### config.mk
export PLATFORM = sky130hd
export DESIGN_NAME = keypad_scanner
export DESIGN_NICKNAME = d
export VERILOG_FILES = /design/src/rtl/keypad_scanner.sv
export SDC_FILE = /design/constraint.sdc
export NUM_CORES = 1
export LEC_CHECK = 0
export CORE_MARGIN = 2
export CORE_UTILIZATION = 35
export CTS_CLUSTER_SIZE = 25
export DETAILED_ROUTE_END_ITERATION = 12
export GPL_ROUTABILITY_DRIVEN = 0
export PLACE_DENSITY_LB_ADDON = 0.15
export SLEW_MARGIN = 10
export SYNTH_ARGS = -nofsm -noshare
export SYNTH_HDL_FRONTEND = slang
export SYNTH_SLANG_ARGS = --single-unit
### constraint.sdc
create_clock -name gclk -period 6.2 [get_ports gclk]
set_input_delay 0.93 -clock gclk [delete_from_list [all_inputs] [get_ports gclk]]
set_output_delay 0.93 -clock gclk [all_outputs]
set_load 0.02 [all_outputs]
### src/rtl/keypad_scanner.sv
// Row-scanned key matrix with per-key frame debouncing and a show-ahead
// press/release event FIFO with a sticky overflow flag.
module keypad_scanner #(
  parameter int ROWS       = 4,
  parameter int COLS       = 4,
  parameter int SCAN_DIV   = 100,
  parameter int DEBOUNCE   = 4,
  parameter int FIFO_DEPTH = 8
) (
  input  logic                           gclk,
  input  logic                           greset,
  input  logic                           enable,
  output logic [ROWS-1:0]                key_y,
  input  logic [COLS-1:0]                key_x,
  output logic [ROWS*COLS-1:0]           key_state,
  output logic                           any_pressed,
  output logic                           evt_valid,
  input  logic                           evt_ready,
  output logic [$clog2(ROWS*COLS)-1:0]   evt_code,
  output logic                           evt_press,
  output logic                           overflow,
  input  logic                           overflow_clr
);

  localparam int N     = ROWS * COLS;
  localparam int CW    = $clog2(N);
  localparam int DW    = $clog2(SCAN_DIV);
  localparam int RW    = $clog2(ROWS);
  localparam int AW    = (FIFO_DEPTH > 1) ? $clog2(FIFO_DEPTH) : 1;
  localparam int CNT_W = 4;

  localparam logic [DW-1:0] DWELL_LAST = DW'(SCAN_DIV - 1);
  localparam logic [RW-1:0] ROW_LAST   = RW'(ROWS - 1);
  localparam logic [AW:0]   FIFO_FULL  = (AW + 1)'(FIFO_DEPTH);

  logic [DW-1:0]    dwell;
  logic [RW-1:0]    row_ptr;

  logic [COLS-1:0]  row_buf_p0;
  logic [RW-1:0]    row_p0;
  logic             vld_p0;

  logic [CNT_W-1:0] deb_cnt [N];

  logic             eval_en;
  logic [CW-1:0]    eval_idx;
  logic             eval_smp;
  logic             cur_state;
  logic [CNT_W-1:0] cur_cnt;
  logic             cnt_hit;
  logic             push;
  logic             push_press;

  logic [CW:0]      fifo_mem [FIFO_DEPTH];
  logic [AW-1:0]    wr_ptr;
  logic [AW-1:0]    rd_ptr;
  logic [AW:0]      fifo_cnt;
  logic             fifo_full;
  logic             pop;
  logic             do_push;

  always_ff @(posedge gclk or posedge greset) begin
    if (greset) begin
      dwell   <= '0;
      row_ptr <= '0;
      vld_p0  <= 1'b0;
    end else if (!enable) begin
      dwell   <= '0;
      row_ptr <= '0;
      vld_p0  <= 1'b0;
    end else if (dwell == DWELL_LAST) begin
      dwell   <= '0;
      row_ptr <= (row_ptr == ROW_LAST) ? '0 : row_ptr + 1'b1;
      vld_p0  <= 1'b1;
    end else begin
      dwell   <= dwell + 1'b1;
    end
  end

  // Stage p0: last-dwell row sample, evaluated during the next row's first COLS cycles
  always_ff @(posedge gclk) begin
    if (enable && dwell == DWELL_LAST) begin
      row_buf_p0 <= key_x;
      row_p0     <= row_ptr;
    end
  end

  always_comb begin
    key_y = '0;
    for (int r = 0; r < ROWS; r++) begin
      key_y[r] = enable && (int'(row_ptr) == r);
    end
  end

  always_comb begin
    eval_en  = enable && vld_p0 && (int'(dwell) < COLS);
    eval_idx = CW'(int'(row_p0) * COLS + int'(dwell));
    eval_smp = 1'b0;
    for (int c = 0; c < COLS; c++) begin
      if (int'(dwell) == c) eval_smp = row_buf_p0[c];
    end
    cur_state = 1'b0;
    cur_cnt   = '0;
    for (int i = 0; i < N; i++) begin
      if (int'(eval_idx) == i) begin
        cur_state = key_state[i];
        cur_cnt   = deb_cnt[i];
      end
    end
    cnt_hit    = (int'(cur_cnt) + 1 == DEBOUNCE);
    push       = eval_en && (eval_smp != cur_state) && cnt_hit;
    push_press = ~cur_state;
  end

  always_ff @(posedge gclk or posedge greset) begin
    if (greset) begin
      key_state <= '0;
      for (int i = 0; i < N; i++) deb_cnt[i] <= '0;
    end else if (!enable) begin
      for (int i = 0; i < N; i++) deb_cnt[i] <= '0;
    end else if (eval_en) begin
      for (int i = 0; i < N; i++) begin
        if (int'(eval_idx) == i) begin
          if (eval_smp == cur_state) begin
            deb_cnt[i] <= '0;
          end else if (cnt_hit) begin
            deb_cnt[i]   <= '0;
            key_state[i] <= ~cur_state;
          end else begin
            deb_cnt[i] <= cur_cnt + 1'b1;
          end
        end
      end
    end
  end

  assign any_pressed = |key_state;

  // Event FIFO: a pop frees the slot that a simultaneous push into a full FIFO needs
  assign evt_valid            = (fifo_cnt != '0);
  assign fifo_full            = (fifo_cnt == FIFO_FULL);
  assign pop                  = evt_valid && evt_ready;
  assign do_push              = push && (!fifo_full || pop);
  assign {evt_press, evt_code} = fifo_mem[rd_ptr];

  always_ff @(posedge gclk) begin
    if (do_push) fifo_mem[wr_ptr] <= {push_press, eval_idx};
  end

  always_ff @(posedge gclk or posedge greset) begin
    if (greset) begin
      wr_ptr   <= '0;
      rd_ptr   <= '0;
      fifo_cnt <= '0;
      overflow <= 1'b0;
    end else begin
      if (do_push) wr_ptr <= wr_ptr + 1'b1;
      if (pop)     rd_ptr <= rd_ptr + 1'b1;
      case ({do_push, pop})
        2'b10:   fifo_cnt <= fifo_cnt + 1'b1;
        2'b01:   fifo_cnt <= fifo_cnt - 1'b1;
        default: fifo_cnt <= fifo_cnt;
      endcase
      if (push && !do_push)  overflow <= 1'b1;
      else if (overflow_clr) overflow <= 1'b0;
    end
  end

endmodule

==> impl_metrics.yaml <==
power_and_ir_drop:
  p_leak_nw: 3.48
  ir_drop_v: 0.000126
  power.density_nw_per_um2: 307
  power.total_mw: 2.70
layout:
  layout.cells.non_filler: 1040
  n_antenna_cell: 0
  fill_cells: 2107
  num-nets-final: 771
  final_area_um2: 8800
  final_layout_size_suffix_gt1_frac: 0.134
  area_growth_pct: 14.9
timing:
  period_needed_ps: 5070
  rsz0062_at_grt: "false"
  tns_ps: 0
  fmax_mhz: 197
  setup_violations: 0
  final-max-slew-violation-count: 0
  hold_viol: 0
  final.setup_skew_ps: 10.5
  fin_ws_ps: 1130
  worstMarginPinSlew_ps: 928
  fin_crit_sh: 0.818
  slew_headroom: 0.377
clock_network:
  ctsHoldBuffers: 0
  worstSkewPairLatency_ps: 430
  root_buffer: "clkbuf_16"
  clockBufferDepth: 2
  clock_sinks: 147
  cts_resized: 0
  cts_buffers: 17
  post_cts.repair.setup_buffers: 0
  cts_tree: "yes"
  cts-htree-levels: 4
  clkTransAtPathRegs_ps: 70
place:
  hpwl_um: 14500
  dpl_cell_area_um2: 8210
  dp_cells: 1008
  pre_cts_ws_ps: 1170
  portBuffers: 36
global_routing:
  use_met3: 0.0371
  first_global_vias: 5791
  met1_usage: 0.258
  gr-total-overflow: 0
  grt_antenna_before_repair: 0
  met2_usage: 0.293
  grt_pass1_wl_um: 33600
  grt_max_degree: 52
  top_usage_layer: "met2"
  grtUsageTotal: 0.186
worst_setup_path:
  r2r_start: "dwell[2]$_DFF_PP0_"
  worstPathArrival_ps: 5440
  worstSetupEndpointType: "flip-flop"
  cp-start-kind: "flip-flop"
  cp.required_ps: 6560
  r2r_setup_slack_ps: 1130
  critPathKind: "reg -> reg"
  worst_r2r_endpoint: "fifo_cnt[3]$_DFFE_PP0P_"
  cp_max_fo: 29
  rr_worst_depth: 18
routing:
  drc: 0
  vias_per_cell: 5.56
  drt_first_pass_iters: 6
  wl_um: 20900
  ant_nets: 0
  dr_total_vias: 5786
  post_drt_wl_per_cell_um: 20.1
  initialDrtViolationCount: 470
min_path:
  min_from: "deb_cnt[44]$_DFFE_PP0P_"
  min_to: "deb_cnt[44]$_DFFE_PP0P_"
  whs_path_depth: 2
  hp-class: "reg -> reg"
yosys:
  synth_ff_type: "dfrtp_1"
  synth_seq_cells: 147
  yosys-top-cells-area: "dfrtp_1, edfxtp_1, nand2_1, o21ai_0, mux2_2"
  ys_seq_area_frac: 0.510
  yosysUniqueCellTypes: 80
  syn_nets: 752
  netlist_instances: 728
  synth.avg_cell_area_um2: 10.5
  synth_top_cell_area_share: 0.330
  netlist_area_um2: 7660
  async_reset_ff_frac: 0.687
  yosysTopAreaCell: "dfrtp_1"
  synth_common_cells: "dfrtp_1, nand2_1, o21ai_0"
  synth_edf_count: 46
  yosysWarnings: 0
  synth_most_common_cell: "dfrtp_1"
floorplan:
  start_util: 0.354
  rows: 54
  ios: 37
  die-area_um2: 23100
  coreArea_um2: 21600
  die_w_um: 152
  die_y_um: 152
run:
  maxCapViolations: 0
status:
  status: "completed"
==> registers in the layout, summed over array words and instances (netlist names) <==
signal      cells
row_p0          2
fifo_cnt        4
wr_ptr          3
row_ptr         2
deb_cnt        64
vld_p0          1
rd_ptr          3
row_buf_p0      4
overflow        1
dwell           7
fifo_mem       40
key_state      16
==> placed cells by master, fill, tap and decap left out, types with 11 or more instances in the layout <==
master	synthesis	layout
dfrtp_1	101	101
nand2_1	94	94
o21ai_0	52	52
nor2_1	51	51
edfxtp_1	46	46
clkdlybuf4s50_1	0	36
inv_1	29	28
nand3_1	27	27
a21oi_1	23	23
nor3_1	22	22
mux2_2	22	22
mux2i_1	18	18
clkbuf_16	0	17
ha_1	14	14
o22ai_1	11	11
==> worst max-delay path by stage <==
stage | cells past startpoint | endpoint | startpoint | slack (ps)
after floorplan | 24 | fifo_cnt[3]$_DFFE_PP0P_ | dwell[1]$_DFF_PP0_ | 2100
after global placement | 19 | fifo_cnt[3]$_DFFE_PP0P_ | dwell[2]$_DFF_PP0_ | 1370
after detailed placement | 18 | fifo_cnt[3]$_DFFE_PP0P_ | dwell[2]$_DFF_PP0_ | 1170
after CTS | 18 | fifo_cnt[3]$_DFFE_PP0P_ | dwell[2]$_DFF_PP0_ | 1120
after global routing | 19 | fifo_cnt[3]$_DFFE_PP0P_ | dwell[2]$_DFF_PP0_ | 680
final | 18 | fifo_cnt[3]$_DFFE_PP0P_ | dwell[2]$_DFF_PP0_ | 1130
==> where the power goes <==
| group | leakage (nW) | switching (mW) | internal (mW) |
|---|---|---|---|
| Clock | 0.288 | 0.456 | 0.571 |
| Sequential | 1.80 | 0.0851 | 1.05 |
| Combinational | 1.40 | 0.289 | 0.248 |
| Total | 3.48 | 0.830 | 1.87 |
==> cells by family after synthesis <==
| logic type | share of synthesized area |
|---|---|
| XOR/XNOR | 0.0168 |
| AO/OA/AOI/OAI | 0.135 |
| buffers and inverters | 0.0449 |
| flip-flops | 0.510 |
| multiplexers | 0.0925 |
| adder cells (fa/ha/maj) | 0.0255 |
| AND/OR/NAND/NOR | 0.175 |
==> cell type report <==
class,count,area (µm²),area share
timing repair buffer,45,428,0.0486
inverter,30,115,0.0131
multi-input combinational,506,3410,0.387
clock buffer,17,425,0.0484
tap,280,350,0.0398
clock inverter,15,163,0.0185
sequential,147,3910,0.444
==> metal layers <==
layer  part of all wire  up-vias
li1                   -     2685
met1               0.45     2862
met2               0.48      203
met3              0.056       36
met4              0.020        0
met5                  0        -
==> through the flow <==
step,hold WS [ps],util
after floorplan,441,-
after global placement,459,0.380
after detailed placement,469,0.380
after CTS,484,0.407
after global routing,518,0.407
final,486,0.407
==> critical path, cell delays in order (launching register included) <==
cell and delay (ps):
dfrtp_1 440, ha_1 900, nand2b_1 410, o311ai_0 170
a311o_1 360, o21ai_0 140, nor3_1 100, inv_1 90
ha_1 210, o211a_1 190, nand4_2 450, nand2_1 300
inv_1 90, ha_1 280, a21o_1 170, a21o_1 210
nor4b_1 280, mux2i_1 130, nand3_1 80
Power figures use the tool's default switching activity.
